**src/rtl/plan_sel_pkg.sv**
```systemverilog
`default_nettype none
// ============================================================================
// Module   : plan_sel_pkg
// Purpose  : Shared types, widths and the plan score function for the
//            plan selection sequencer.
// Revision : 1.0 - initial release
// ============================================================================
package plan_sel_pkg;

   typedef enum logic [1:0] {
      IDLE  = 2'd0,
      FETCH = 2'd1,
      EVAL  = 2'd2,
      DONE  = 2'd3
   } state_e;

   localparam int VAL_W       = 6;
   localparam int WGT_W       = 3;
   localparam int SCORE_W     = 16;
   localparam int PROD_W      = VAL_W + WGT_W;
   localparam int RAW_SCORE_W = PROD_W + 1;

   // talk*w_talk + data*w_data; both products fit in 9 bits, the sum in 10
   function automatic logic [RAW_SCORE_W-1:0] calc_score(
      input logic [VAL_W-1:0] talk,
      input logic [VAL_W-1:0] data,
      input logic [WGT_W-1:0] wt,
      input logic [WGT_W-1:0] wd
   );
      logic [PROD_W-1:0] p_talk;
      logic [PROD_W-1:0] p_data;
      p_talk = {{WGT_W{1'b0}}, talk} * {{VAL_W{1'b0}}, wt};
      p_data = {{WGT_W{1'b0}}, data} * {{VAL_W{1'b0}}, wd};
      return {1'b0, p_talk} + {1'b0, p_data};
   endfunction

endpackage
`default_nettype wire

```
**src/rtl/plan_select_sequencer_if.sv**
```systemverilog
`default_nettype none
// ============================================================================
// Module   : plan_select_sequencer_if
// Purpose  : User request, plan-table fetch handshake and result bundle.
//            slave = sequencer side, master = requester / plan-table side.
// Revision : 1.0 - initial release
// ============================================================================
interface plan_select_sequencer_if #(
   parameter int IDX_W = 3
) ();
   import plan_sel_pkg::*;

   logic                start;
   logic [VAL_W-1:0]    budget;
   logic [VAL_W-1:0]    avg_talk;
   logic [VAL_W-1:0]    avg_data;
   logic [WGT_W-1:0]    w_talk;
   logic [WGT_W-1:0]    w_data;
   logic                plan_req;
   logic [IDX_W-1:0]    plan_idx;
   logic                plan_vld;
   logic [VAL_W-1:0]    plan_price;
   logic [VAL_W-1:0]    plan_talk;
   logic [VAL_W-1:0]    plan_data;
   logic                busy;
   logic                done;
   logic [IDX_W-1:0]    best_idx;
   logic [SCORE_W-1:0]  best_score;
   logic                none_ok;

   modport slave (
      input  start, budget, avg_talk, avg_data, w_talk, w_data,
      input  plan_vld, plan_price, plan_talk, plan_data,
      output plan_req, plan_idx, busy, done, best_idx, best_score, none_ok
   );

   modport master (
      output start, budget, avg_talk, avg_data, w_talk, w_data,
      output plan_vld, plan_price, plan_talk, plan_data,
      input  plan_req, plan_idx, busy, done, best_idx, best_score, none_ok
   );

endinterface
`default_nettype wire

```
**src/rtl/plan_select_sequencer_eval.sv**
```systemverilog
`default_nettype none
// ============================================================================
// Module   : plan_eval
// Purpose  : Shared eligibility check and score for one plan against the
//            captured user profile. Purely combinational.
// Revision : 1.0 - initial release
// ============================================================================
module plan_eval
   import plan_sel_pkg::*;
(
   input  wire logic [VAL_W-1:0]       price,
   input  wire logic [VAL_W-1:0]       talk,
   input  wire logic [VAL_W-1:0]       data,
   input  wire logic [VAL_W-1:0]       budget,
   input  wire logic [VAL_W-1:0]       avg_talk,
   input  wire logic [VAL_W-1:0]       avg_data,
   input  wire logic [WGT_W-1:0]       w_talk,
   input  wire logic [WGT_W-1:0]       w_data,
   output logic                        eligible,
   output logic [RAW_SCORE_W-1:0]      score
);

   // Plan is usable if affordable and covers both usage averages
   always_comb begin
      eligible = (price <= budget) && (talk >= avg_talk) && (data >= avg_data);
      score    = calc_score(talk, data, w_talk, w_data);
   end

endmodule
`default_nettype wire

```
**src/rtl/plan_select_sequencer.sv**
```systemverilog
`default_nettype none
// ============================================================================
// Module   : plan_select_sequencer
// Purpose  : Scans the plan table one entry at a time through a single
//            eligibility/score unit, tracking the best eligible plan and the
//            cheapest plan as fallback.
// Revision : 1.0 - initial release
// ============================================================================
module plan_select_sequencer
   import plan_sel_pkg::*;
#(
   parameter int NUM_PLANS = 5,
   parameter int IDX_W     = 3
) (
   input  wire logic                    clk,
   input  wire logic                    rst,
   plan_select_sequencer_if.slave       bus
);

   localparam logic [IDX_W-1:0] LAST_IDX = IDX_W'(NUM_PLANS - 1);

   state_e                  state_q,        state_d;
   logic [IDX_W-1:0]        idx_q,          idx_d;
   logic [VAL_W-1:0]        budget_q,       budget_d;
   logic [VAL_W-1:0]        avg_talk_q,     avg_talk_d;
   logic [VAL_W-1:0]        avg_data_q,     avg_data_d;
   logic [WGT_W-1:0]        w_talk_q,       w_talk_d;
   logic [WGT_W-1:0]        w_data_q,       w_data_d;
   logic [VAL_W-1:0]        price_q,        price_d;
   logic [VAL_W-1:0]        talk_q,         talk_d;
   logic [VAL_W-1:0]        data_q,         data_d;
   logic                    any_ok_q,       any_ok_d;
   logic [IDX_W-1:0]        run_idx_q,      run_idx_d;
   logic [RAW_SCORE_W-1:0]  run_score_q,    run_score_d;
   logic [IDX_W-1:0]        cheap_idx_q,    cheap_idx_d;
   logic [VAL_W-1:0]        cheap_price_q,  cheap_price_d;
   logic                    plan_req_q,     plan_req_d;
   logic                    busy_q,         busy_d;
   logic                    done_q,         done_d;
   logic [IDX_W-1:0]        best_idx_q,     best_idx_d;
   logic [SCORE_W-1:0]      best_score_q,   best_score_d;
   logic                    none_ok_q,      none_ok_d;

   logic                    eval_ok;
   logic [RAW_SCORE_W-1:0]  eval_score;

   plan_eval u_eval (
      .price    (price_q),
      .talk     (talk_q),
      .data     (data_q),
      .budget   (budget_q),
      .avg_talk (avg_talk_q),
      .avg_data (avg_data_q),
      .w_talk   (w_talk_q),
      .w_data   (w_data_q),
      .eligible (eval_ok),
      .score    (eval_score)
   );

   // Next-state, tracker and registered-output computation
   always_comb begin
      state_d       = state_q;
      idx_d         = idx_q;
      budget_d      = budget_q;
      avg_talk_d    = avg_talk_q;
      avg_data_d    = avg_data_q;
      w_talk_d      = w_talk_q;
      w_data_d      = w_data_q;
      price_d       = price_q;
      talk_d        = talk_q;
      data_d        = data_q;
      any_ok_d      = any_ok_q;
      run_idx_d     = run_idx_q;
      run_score_d   = run_score_q;
      cheap_idx_d   = cheap_idx_q;
      cheap_price_d = cheap_price_q;
      plan_req_d    = plan_req_q;
      busy_d        = busy_q;
      done_d        = 1'b0;
      best_idx_d    = best_idx_q;
      best_score_d  = best_score_q;
      none_ok_d     = none_ok_q;

      case (state_q)
         IDLE: begin
            if (bus.start) begin
               budget_d      = bus.budget;
               avg_talk_d    = bus.avg_talk;
               avg_data_d    = bus.avg_data;
               w_talk_d      = bus.w_talk;
               w_data_d      = bus.w_data;
               any_ok_d      = 1'b0;
               run_idx_d     = '0;
               run_score_d   = '0;
               cheap_idx_d   = '0;
               cheap_price_d = {VAL_W{1'b1}};
               idx_d         = '0;
               busy_d        = 1'b1;
               plan_req_d    = 1'b1;
               state_d       = FETCH;
            end
         end
         FETCH: begin
            if (bus.plan_vld) begin
               price_d    = bus.plan_price;
               talk_d     = bus.plan_talk;
               data_d     = bus.plan_data;
               plan_req_d = 1'b0;
               state_d    = EVAL;
            end
         end
         EVAL: begin
            // Strict greater-than keeps the lowest index on score ties
            if (eval_ok && (!any_ok_q || (eval_score > run_score_q))) begin
               any_ok_d    = 1'b1;
               run_idx_d   = idx_q;
               run_score_d = eval_score;
            end
            // Plan 0 always seeds the cheapest tracker, even at price 63
            if ((idx_q == '0) || (price_q < cheap_price_q)) begin
               cheap_idx_d   = idx_q;
               cheap_price_d = price_q;
            end
            if (idx_q == LAST_IDX) begin
               done_d  = 1'b1;
               busy_d  = 1'b0;
               state_d = DONE;
               if (any_ok_d) begin
                  best_idx_d   = run_idx_d;
                  best_score_d = SCORE_W'(run_score_d);
                  none_ok_d    = 1'b0;
               end else begin
                  best_idx_d   = cheap_idx_d;
                  best_score_d = '0;
                  none_ok_d    = 1'b1;
               end
            end else begin
               idx_d      = idx_q + IDX_W'(1);
               plan_req_d = 1'b1;
               state_d    = FETCH;
            end
         end
         DONE: begin
            state_d = IDLE;
         end
         default: begin
            state_d = IDLE;
         end
      endcase
   end

   // State and output registers with synchronous reset
   always_ff @(posedge clk) begin
      if (rst) begin
         state_q       <= IDLE;
         idx_q         <= '0;
         budget_q      <= '0;
         avg_talk_q    <= '0;
         avg_data_q    <= '0;
         w_talk_q      <= '0;
         w_data_q      <= '0;
         price_q       <= '0;
         talk_q        <= '0;
         data_q        <= '0;
         any_ok_q      <= 1'b0;
         run_idx_q     <= '0;
         run_score_q   <= '0;
         cheap_idx_q   <= '0;
         cheap_price_q <= {VAL_W{1'b1}};
         plan_req_q    <= 1'b0;
         busy_q        <= 1'b0;
         done_q        <= 1'b0;
         best_idx_q    <= '0;
         best_score_q  <= '0;
         none_ok_q     <= 1'b0;
      end else begin
         state_q       <= state_d;
         idx_q         <= idx_d;
         budget_q      <= budget_d;
         avg_talk_q    <= avg_talk_d;
         avg_data_q    <= avg_data_d;
         w_talk_q      <= w_talk_d;
         w_data_q      <= w_data_d;
         price_q       <= price_d;
         talk_q        <= talk_d;
         data_q        <= data_d;
         any_ok_q      <= any_ok_d;
         run_idx_q     <= run_idx_d;
         run_score_q   <= run_score_d;
         cheap_idx_q   <= cheap_idx_d;
         cheap_price_q <= cheap_price_d;
         plan_req_q    <= plan_req_d;
         busy_q        <= busy_d;
         done_q        <= done_d;
         best_idx_q    <= best_idx_d;
         best_score_q  <= best_score_d;
         none_ok_q     <= none_ok_d;
      end
   end

   assign bus.plan_req   = plan_req_q;
   assign bus.plan_idx   = idx_q;
   assign bus.busy       = busy_q;
   assign bus.done       = done_q;
   assign bus.best_idx   = best_idx_q;
   assign bus.best_score = best_score_q;
   assign bus.none_ok    = none_ok_q;

endmodule
`default_nettype wire

```
**src/flat_wrapper.sv**
```systemverilog
// flat-port wrapper written by rule: the top's interface ports become plain ports
module plan_select_sequencer_flat import plan_sel_pkg::*;
#(
   parameter int NUM_PLANS = 5,
   parameter int IDX_W     = 3
)
  (clk, rst, bus_start, bus_budget, bus_avg_talk, bus_avg_data, bus_w_talk, bus_w_data, bus_plan_vld, bus_plan_price, bus_plan_talk, bus_plan_data, bus_plan_req, bus_plan_idx, bus_busy, bus_done, bus_best_idx, bus_best_score, bus_none_ok);
  plan_select_sequencer_if #(.IDX_W(IDX_W)) bus_i ();
  input  wire logic clk;
  input  wire logic rst;
  input wire logic [$bits(bus_i.start)-1:0] bus_start;
  input wire logic [$bits(bus_i.budget)-1:0] bus_budget;
  input wire logic [$bits(bus_i.avg_talk)-1:0] bus_avg_talk;
  input wire logic [$bits(bus_i.avg_data)-1:0] bus_avg_data;
  input wire logic [$bits(bus_i.w_talk)-1:0] bus_w_talk;
  input wire logic [$bits(bus_i.w_data)-1:0] bus_w_data;
  input wire logic [$bits(bus_i.plan_vld)-1:0] bus_plan_vld;
  input wire logic [$bits(bus_i.plan_price)-1:0] bus_plan_price;
  input wire logic [$bits(bus_i.plan_talk)-1:0] bus_plan_talk;
  input wire logic [$bits(bus_i.plan_data)-1:0] bus_plan_data;
  output wire logic [$bits(bus_i.plan_req)-1:0] bus_plan_req;
  output wire logic [$bits(bus_i.plan_idx)-1:0] bus_plan_idx;
  output wire logic [$bits(bus_i.busy)-1:0] bus_busy;
  output wire logic [$bits(bus_i.done)-1:0] bus_done;
  output wire logic [$bits(bus_i.best_idx)-1:0] bus_best_idx;
  output wire logic [$bits(bus_i.best_score)-1:0] bus_best_score;
  output wire logic [$bits(bus_i.none_ok)-1:0] bus_none_ok;
  assign bus_i.start = bus_start;
  assign bus_i.budget = bus_budget;
  assign bus_i.avg_talk = bus_avg_talk;
  assign bus_i.avg_data = bus_avg_data;
  assign bus_i.w_talk = bus_w_talk;
  assign bus_i.w_data = bus_w_data;
  assign bus_i.plan_vld = bus_plan_vld;
  assign bus_i.plan_price = bus_plan_price;
  assign bus_i.plan_talk = bus_plan_talk;
  assign bus_i.plan_data = bus_plan_data;
  assign bus_plan_req = bus_i.plan_req;
  assign bus_plan_idx = bus_i.plan_idx;
  assign bus_busy = bus_i.busy;
  assign bus_done = bus_i.done;
  assign bus_best_idx = bus_i.best_idx;
  assign bus_best_score = bus_i.best_score;
  assign bus_none_ok = bus_i.none_ok;
  plan_select_sequencer #(.NUM_PLANS(NUM_PLANS), .IDX_W(IDX_W)) u_core (.clk(clk), .rst(rst), .bus(bus_i));
endmodule
```
**config.mk**
```make
export PLATFORM = sky130hd
export DESIGN_NAME = plan_select_sequencer_flat
export DESIGN_NICKNAME = d
export VERILOG_FILES = /design/src/rtl/plan_sel_pkg.sv /design/src/rtl/plan_select_sequencer_if.sv /design/src/rtl/plan_select_sequencer_eval.sv /design/src/rtl/plan_select_sequencer.sv /design/src/flat_wrapper.sv
export SDC_FILE = /design/constraint.sdc
export NUM_CORES = 1
export LEC_CHECK = 0
export ABC_AREA = 0
export CORE_UTILIZATION = 60
export CTS_CLUSTER_SIZE = 8
export DETAILED_ROUTE_END_ITERATION = 16
export PLACE_DENSITY = 0.86
export SETUP_SLACK_MARGIN = 0.05
export SLEW_MARGIN = 30
export SYNTH_ARGS = -nofsm -noshare
export SYNTH_HDL_FRONTEND = slang
export SYNTH_SLANG_ARGS = --single-unit
export TNS_END_PERCENT = 1
```
**constraint.sdc**
```tcl
create_clock -name clk -period 9.59 [get_ports clk]
set_input_delay 1.918 -clock clk [delete_from_list [all_inputs] [get_ports clk]]
set_output_delay 1.918 -clock clk [all_outputs]
set_load 0.1 [all_outputs]
```
After elaboration in Yosys (flattened, before gate mapping)
Cells that the tools add are included.
- flip-flop bits (word level): 93
- bits of input ports: 46
- word-level logic and storage cells: 91
- add/sub/neg operators: 2
- multiply operators: 2
- order comparisons: 5
- eq/ne operators: 9
- muxes and demuxes: 31
- bitwise operators: 1
- reduce and logical (&&, ||, !) cells: 20
- operators with widths (operator ; count):
    $mux W10 ; 3
    $pmux W10 S2 ; 1
    $mul A6 B3 Y9 ; 2
    $pmux W3 S2 ; 3
    $mux W3 ; 5
    $ge A6 B6 Y1 ; 2
    $mux W6 ; 2
    $pmux W6 S2 ; 1
    $add A9 B9 Y10 ; 1
    $gt A10 B10 Y1 ; 1
    $reduce_and A2 Y1 ; 5
    $mux W1 ; 9
    $reduce_and A3 Y1 ; 3
    $pmux W2 S4 ; 1
    $le A6 B6 Y1 ; 1
    $lt A6 B6 Y1 ; 1
    $mux W2 ; 3
    $ne A2 B2 Y1 const B ; 3
    $eq A2 B2 Y1 const B ; 2
    $ne A2 B1 Y1 const B ; 2
    $pmux W1 S2 ; 2
    $reduce_and A4 Y1 ; 1
    $add A3 B1 Y3 const B ; 1
    $eq A3 B3 Y1 const B ; 1
    other kinds (11) ; 14

Depth between registers and ports, before layout
Gate-level depths: netlist (run 1).
- word-level depth: 8
- depth in mapped cells: 23

Hierarchy
A second synthesis (run 1) with hierarchy kept.
- cell total of the unflattened synthesis: 632
- area total of the unflattened synthesis: 5315.1 um^2
- by module, submodules not included (module ; times used ; cells an instance ; area an instance (um^2) ; sequential area each (um^2)):
    plan_select_sequencer ; 1 ; 445 ; 3803.6 ; 1741.7
    plan_eval ; 1 ; 187 ; 1511.4 ; 0.0

Worst setup path before layout (run 1)
Ideal clock, no wire load.
- path type: reg-to-reg
- start: register u_core.w_talk_q[2]
- end: register u_core.run_score_q[8]
- arrival: 5044 ps
- required time: 9521 ps
- setup slack: 4477 ps
- cell stages (with the launch flop): 22
- path through: dfxtp_1 > and2_1 > fa_1 > inv_1 > fa_1 > inv_1 > fa_1 > ha_1 > inv_1 > fa_1 > nor2b_1 > o21ai_0 > a21boi_0 > mux2i_1 > nand2_1 > ha_1 > nand4_1 > nor4_2 > nor4_4 > buf_6 > or3_1 > a21oi_2
- cells in the longest elaborated chain, start to end: 7
- RTL lines (element ; RTL line ; source):
    start: declaration ; plan_select_sequencer.sv:27 ; logic [WGT_W-1:0] w_talk_q, w_talk_d;
    start signal: assignment ; plan_select_sequencer.sv:182 ; w_talk_q <= w_talk_d;
    $mul A6 B3 Y9 (*) ; plan_sel_pkg.sv:32 ; p_talk = {{WGT_W{1'b0}}, talk} * {{VAL_W{1'b0}}, wt};
    $add A9 B9 Y10 (*) ; plan_sel_pkg.sv:34 ; return {1'b0, p_talk} + {1'b0, p_data};
    $gt A10 B10 Y1 ; plan_select_sequencer.sv:114 ; if (eval_ok && (!any_ok_q || (eval_score > run_score_q))) begin
    $logic_or A1 B1 Y1 ; plan_select_sequencer.sv:114 ;
    $logic_and A1 B1 Y1 ; plan_select_sequencer.sv:114 ;
    $mux W10 (*) ; plan_select_sequencer.sv:114 ;
    $pmux W10 S2 (*) ; plan_select_sequencer.sv:84 ; case (state_q)
    end signal: assignment ; plan_select_sequencer.sv:189 ; run_score_q <= run_score_d;
    end: declaration ; plan_select_sequencer.sv:34 ; logic [RAW_SCORE_W-1:0] run_score_q, run_score_d;
Every way passes the cells marked *; elsewhere a longest branch is shown, timed or not.
A chain may end at the register's enable or synchronous reset.

Worst setup path in the final report (run 1)
- start: register u_core.w_talk_q[2]
- end: register u_core.best_idx_q[1], in the netlist u_core.bus.best_idx[1]
- cells in the longest elaborated chain, start to end: 8
- RTL lines (element ; RTL line ; source):
    $mul A6 B3 Y9 (*) ; plan_sel_pkg.sv:32 ;
    $add A9 B9 Y10 (*) ; plan_sel_pkg.sv:34 ;
    $gt A10 B10 Y1 (*) ; plan_select_sequencer.sv:114 ;
    $logic_or A1 B1 Y1 (*) ; plan_select_sequencer.sv:114 ;
    $logic_and A1 B1 Y1 (*) ; plan_select_sequencer.sv:114 ;
    $mux W1 ; plan_select_sequencer.sv:114 ;
    $mux W1 ; plan_select_sequencer.sv:84 ;
    $mux W3 (*) ; plan_select_sequencer.sv:128 ; if (any_ok_d) begin
    end signal: assignment ; plan_select_sequencer.sv:195 ; best_idx_q <= best_idx_d;
    end: declaration ; plan_select_sequencer.sv:40 ; logic [IDX_W-1:0] best_idx_q, best_idx_d;
Every way passes the cells marked *; elsewhere a longest branch is shown, timed or not. The select of a mux whose other input is x is not followed.

==> results of run 1 <==
[placed cells by master, fill, tap and decap left out, types with 11 or more instances in the layout]
cell,count
nor2_1,26
mux2i_1,17
inv_1,73
a21oi_2,11
and2_1,33
a21oi_1,61
ha_1,49
fa_1,21
o21ai_1,18
clkdlybuf4s50_1,64
dfxtp_1,87
nand2_1,127
[report_power, final]
part | switching, mW | total, mW | internal [mW] | leakage (nW)
combinational | 0.0854 | 0.143 | 0.0571 | 1.76
clock | 0.137 | 0.257 | 0.120 | 0.0888
sequential | 0.0115 | 0.385 | 0.373 | 0.707
[metal layers]
layer  vias to the layer above  wire [microns]  track usage
met1                      2139            5260        0.334
met2                       112            5780        0.441
met3                        18             610       0.0621
met5                         -               0            0
li1                       2239               -            -
met4                         0             188       0.0815
[worst min path at each step]
stage / from / endpoint / depth (start not counted)
after floorplan: u_core.avg_data_q[1] / u_core.avg_data_q[1] / 2
after global placement: u_core.bus.best_score[9] / u_core.bus.best_score[9] / 2
after detailed placement: u_core.bus.best_score[2] / u_core.bus.best_score[2] / 2
after CTS: u_core.bus.best_score[2] / u_core.bus.best_score[2] / 2
after global routing: u_core.budget_q[1] / u_core.budget_q[1] / 2
final: u_core.bus.best_score[7] / u_core.bus.best_score[7] / 2
[worst max-delay path, cell delays in order, from the launching register on]
cell and delay [ns]:
dfxtp_1 0.36, and2_1 0.19, fa_1 0.53, inv_1 0.05, fa_1 0.47, inv_1 0.05
fa_1 0.54, ha_1 0.17, inv_1 0.06, fa_1 0.41, nor2b_1 0.12, o21ai_0 0.09
a21boi_0 0.32, mux2i_1 0.23, nand2_1 0.11, ha_1 0.32, nand4_1 0.15, a211oi_1 0.33
nor3_2 0.14, nor3_4 0.68, mux2i_1 0.30, o211ai_1 0.11
[through the flow]
stage	power (mW)	hold slack, ns	instance area (sq um)
after CTS	0.785	0.457	6240
after global routing	0.817	0.477	6250
after detailed placement	0.534	0.443	6050
final	0.784	0.452	6250
after floorplan	0.495	0.436	5410
after global placement	0.528	0.435	6040
[cells by family (layout without fill, tap and decap cells)]
logic type	after synthesis	count (layout)	synth area share
buf+inv	105	156	0.0835
simple gates	245	245	0.217
compound gates	125	125	0.148
fa+ha+maj	70	70	0.192
xor+xnor	3	3	0.00487
flops	87	87	0.323
mux	17	17	0.0316
other cells	1	6	0.000695
[area by class of cell]
type                       count  area [sq um]
fill                         650          2470
clock buffer                  10           128
clock inverter                 5          58.8
timing repair buffer          68           672
sequential                    87          1740
multi-input combinational    466          3240
tap                          108           135
inverter                      73           274
==> metrics, run 1 <==
DR WL/cell=14.5 microns; CP max FO=13; reg-to-reg startpoint=u_core.w_talk_q[2]; drt pass-1 iters=5; Post-synth ARST share=0; power per cell area=125 nW/um^2; Fmax=0.171 GHz; DR DRC count=0; Slew HR=0.348; Worst Setup End Kind=flip-flop; clock skew=between 0.01 and 0.015 ns; Vias=approximately 4,500; Synth Cell Area=5390 sq um; n_diodes=0; pre-CTS setup slack=3.70 ns; I/O Pins=between 70 and 80; Slew Limit Fails=0; clk sinks=87; post-placement cell count=about 800; Post-CTS Setup Bufs=0; Setup violations, final=0; Clk Tree Root Cell=clkbuf_8; Synth area leader=dfxtp_1; dpl hpwl=a little under 9 mm; row count=34; flops & latches, synth=just under 90; r2r worst-path depth=21; hold-fix buffers at CTS=0; core footprint=8720 sq um; Static Leak=roughly 2.6 nW; share of the synthesized area in the top cell type=0.323; vias in the first global route=around 4,400; share of cells above drive strength 1=0.0592; vias per cell=~5.5; Post-synth EDFFs=0; Clock Pin Slew Worst Setup and Hold Paths=about 0.090 ns; Crit. Startpoint=u_core.w_talk_q[2]; final hold vios=0; pin count of the biggest net entering global routing=between 70 and 80; post-route ant nets=0; Period minus WS final=5.86 ns; initial antenna violation count=0; Syn Area/Cell=~8.3 sq um; final wirelength=~12 mm; Synth Flop Type=dfxtp_1; cts bufs inserted=9; Final Worst Setup Slack=roughly 3.7 ns; CTS tree=built; FF-to-FF End=u_core.bus.best_idx[1]; Max-cap violations=0; Die Span X=a little under 100 microns; Worst Hold Class=reg2reg; RSZ-0062 raised after global routing=no; Post-Syn Instances=between 600 and 700; Initial Utilization=0.618; RD Place Congestion=0.942; actual slew at the worst max-slew pin=0.975 ns; utilization after layout=0.716; die area=approximately 9400 sq um; Setup crit start kind=flip-flop; Critical Path AT=~6 ns; peak supply drop=between 0.07 and 0.08 mV; top cells by area, synth=dfxtp_1, ha_1, nand2_1, fa_1, a21oi_1; post-synthesis cell type count=54; first-pass GRT wire length=~20 mm; synth cell count leaders=nand2_1, dfxtp_1, inv_1; DR iter-0 viols=204; most common cell in the netlist=nand2_1; Overflow after GRT=0; synth-to-layout area growth=15.9%; Seq/Total Area, Yosys=0.323; Worst-Skew Late Latency=between 0.3 and 0.4 ns; Worst Path Required=9.83 ns; outcome=completed; H-tree depth=3; PortBufs=65; Setup TNS Final=0 ns; GR Util All Layers=0.263; post-CTS sizing=0; non-filler cells, final=~820; Bufs on Longest Clock Path=2; R2R setup slack=3.73 ns; crit path to=u_core.bus.best_idx[1]; Crit Path Class=reg2reg; fin nets=about 820; Syn. warnings=0; Tcrit/Tclk final=0.611; Die H=between 90 and 100 microns
(Power assumes the default switching activity.)
==> inputs of run 2 (changes only) <==
CORE_UTILIZATION = 56   (was 60)
PLACE_DENSITY = 0.81   (was 0.86)
clock period = 6.03 ns   (was 9.59 ns; I/O delays follow)
==> run 2 against run 1 <==
Effect of this change:
- combinational power rose by 63%
- sequential power is 59% higher
- clock-buffer cell count did not move
- routed wire length up 1.3%
- fmax grew 5.4%
- critical path depth rose by 1
- die area up 7.0%
- worst hold slack lost 0.0032 ns
- global-route usage down 1.1 points
- cell count is 3.3% higher
- highest routed layer unchanged
==> metrics, run 2 (same netlist as run 1, synthesis figures left out) <==
Worst Hold Class=reg2reg; Crit Path Class=reg2reg; dpl hpwl=9.11 mm (+3.4%); Tcrit/Tclk final=0.922 (+0.311); DR iter-0 viols=143 (-30%); final hold vios=0 (unchanged); CP dominant cell by count=fa_1; Period minus WS final=5.56 ns (-0.301 ns); Multi-input gate area=3240 sq um (about the same); Slew Limit Fails=0 (unchanged); CP bufs+invs=4 (+1); commonest non-fill, non-tap cell in the layout=nand2_1; fin nets=826 (+0.61%); Setup violations, final=0 (unchanged); synth-to-layout area growth=17.1%; CP delay by family, top=adder cells; hold-fix buffers at CTS=0 (unchanged); RSZ-0062 raised after global routing=no; H-tree depth=3 (unchanged); Die H=100 microns (+3.4%); Die Span X=100 microns (+3.4%); initial antenna violation count=0 (unchanged); Clock Pin Slew Worst Setup and Hold Paths=0.09 ns (about the same); DR DRC count=0 (unchanged); crit-path max cell delay=0.54 ns (-0.14 ns); CTS tree=built; fillers=786 (+21%); actual slew at the worst max-slew pin=1.00 ns (+0.0252 ns); final hold slack=0.449 ns (-0.00323 ns); Worst-Skew Late Latency=0.36 ns (about the same); row count=35 (+2.9%); cts bufs inserted=9 (unchanged); Setup TNS Final=0 ns (unchanged); Initial Utilization=0.581 (-0.0375); Slew HR=0.331 (-0.0169); CP max FO=15 (+2); final wirelength=12.0 mm (+1.3%); vias per cell=5.30 (-3.9%); dpl cell area=6100 sq um (+0.89%); post-placement cell count=826 (+3.1%); Worst Setup End Kind=flip-flop; non-filler cells, final=844 (+3.3%); peak supply drop=0.107 mV (+41%); first-pass GRT wire length=19.8 mm (-1.2%); I/O Pins=72 (unchanged); Clk Tree Root Cell=clkbuf_8; Setup crit start kind=flip-flop; Fmax=0.180 GHz (+5.4%); drt pass-1 iters=5 (unchanged); Worst Path Required=6.26 ns (-3.57 ns); Overflow after GRT=0 (unchanged); DR WL/cell=14.2 microns (-1.9%); Static Leak=2.59 nW (+1.3%); pin count of the biggest net entering global routing=73 (unchanged); die area=10,000 sq um (+7.0%); Slowest-stage cell, CP=fa_1; outcome=completed; power per cell area=199 nW/um^2 (+59%); clock skew=0.0160 ns (+0.00443 ns); core footprint=9280 sq um (+6.5%); Top Layer Used=met4; met1 wire length=5.41 mm (+2.8%); RD Place Congestion=0.819 (-13%); clk sinks=87 (unchanged); Max-cap violations=0 (unchanged); commonest cells after routing, fill and taps aside=nand2_1, dfxtp_1, inv_1; Vias=4,477 (-0.69%); Bufs on Longest Clock Path=2 (unchanged); share of cells above drive strength 1=0.0657 (+0.00650); vias in the first global route=4,397 (-1.1%); Critical Path AT=5.79 ns (-0.32 ns); GR Util All Layers=0.252 (-0.0110); met3 routed WL=565 microns (-7.4%); n_diodes=0 (unchanged); met2 routed WL=5.75 mm (-0.47%); PortBufs=65 (unchanged); cells along the critical path=and2_1 -> fa_1 -> inv_1 -> fa_1 -> inv_1 -> fa_1 -> ha_1 -> inv_1 -> fa_1 -> nor2b_1 -> o21ai_0 -> a21boi_1 -> mux2i_1 -> nand2_1 -> ha_1 -> nand4_1 -> a211oi_1 -> nor3_2 -> nor4_4 -> buf_4 -> mux2i_1 -> nor2_1; post-route ant nets=0 (unchanged); cell area after layout=6320 sq um (+1.1%); Reg area=1740 sq um (unchanged)
run 2: cell types whose count changed in the layout (fill, tap and decap cells not counted), sizes merged:
cell and delta:
clkinv +2, clkinvlp -1, buf +5
run 2: stage by stage:
step | util | total power, mW | setup slack [ns]
after detailed placement | 0.658 | 0.856 | 0.230
after CTS | 0.679 | 1.26 | 0.232
final | 0.680 | 1.26 | 0.468
after global routing | 0.680 | 1.31 | 0.0501
after global placement | 0.656 | 0.849 | 0.559
after floorplan | - | 0.786 | 0.917
run 2: final timing paths:
kind / from / end / slack (ns) / cells after the start
worst min register to register: u_core.bus.best_score[6] / u_core.bus.best_score[6] / 0.45 / 2
worst max-delay path: u_core.w_talk_q[2] / u_core.run_score_q[3] / 0.47 / 22
worst max register to register: u_core.w_talk_q[2] / u_core.run_score_q[3] / 0.47 / 22
worst min-delay path: u_core.bus.best_score[6] / u_core.bus.best_score[6] / 0.45 / 2
run 2: layout make-up:
| class | count | share of cell area |
|---|---|---|
| sequential | 87 | 0.276 |
| clock buffer | 10 | 0.0202 |
| clock inverter | 6 | 0.0109 |
| inverter | 73 | 0.0434 |
| tap | 129 | 0.0256 |
| timing repair buffer | 73 | 0.112 |
| multi-input combinational | 466 | 0.512 |
run 2: worst reg2reg max path, cell delays in order, from the launching register on:
cell,delay (ns)
dfxtp_1,0.36
and2_1,0.19
fa_1,0.54
inv_1,0.05
fa_1,0.47
inv_1,0.05
fa_1,0.53
ha_1,0.17
inv_1,0.06
fa_1,0.40
nor2b_1,0.12
o21ai_0,0.10
a21boi_1,0.24
mux2i_1,0.21
nand2_1,0.12
ha_1,0.31
nand4_1,0.16
a211oi_1,0.36
nor3_2,0.14
nor4_4,0.35
buf_4,0.26
mux2i_1,0.20
nor2_1,0.05
run 2: what timing repair did:
action | 4_1_cts | 5_1_grt
resized for setup | 0 | 1
endpoints found under the setup margin | 0 | 8
setup buffers | 0 | 2
run 2: where the power goes:
group / total [mW] / switching, mW / internal [mW]
clock network: 0.413 / 0.219 / 0.194
registers: 0.611 / 0.0181 / 0.593
logic: 0.233 / 0.139 / 0.0946
run 2: metal layers:
metal / up-vias / track usage
li1: 2248 / -
met4: 0 / 0.111
met3: 25 / 0.0439
met1: 2080 / 0.316
met2: 124 / 0.425
met5: - / 0
==> inputs of run 3 (changes only) <==
CAP_MARGIN = 15   (was not set)
CTS_CLUSTER_DIAMETER = 50   (was not set)
==> results of run 3 <==
No change in the layout: final DEF, timing and power equal those of run 2.
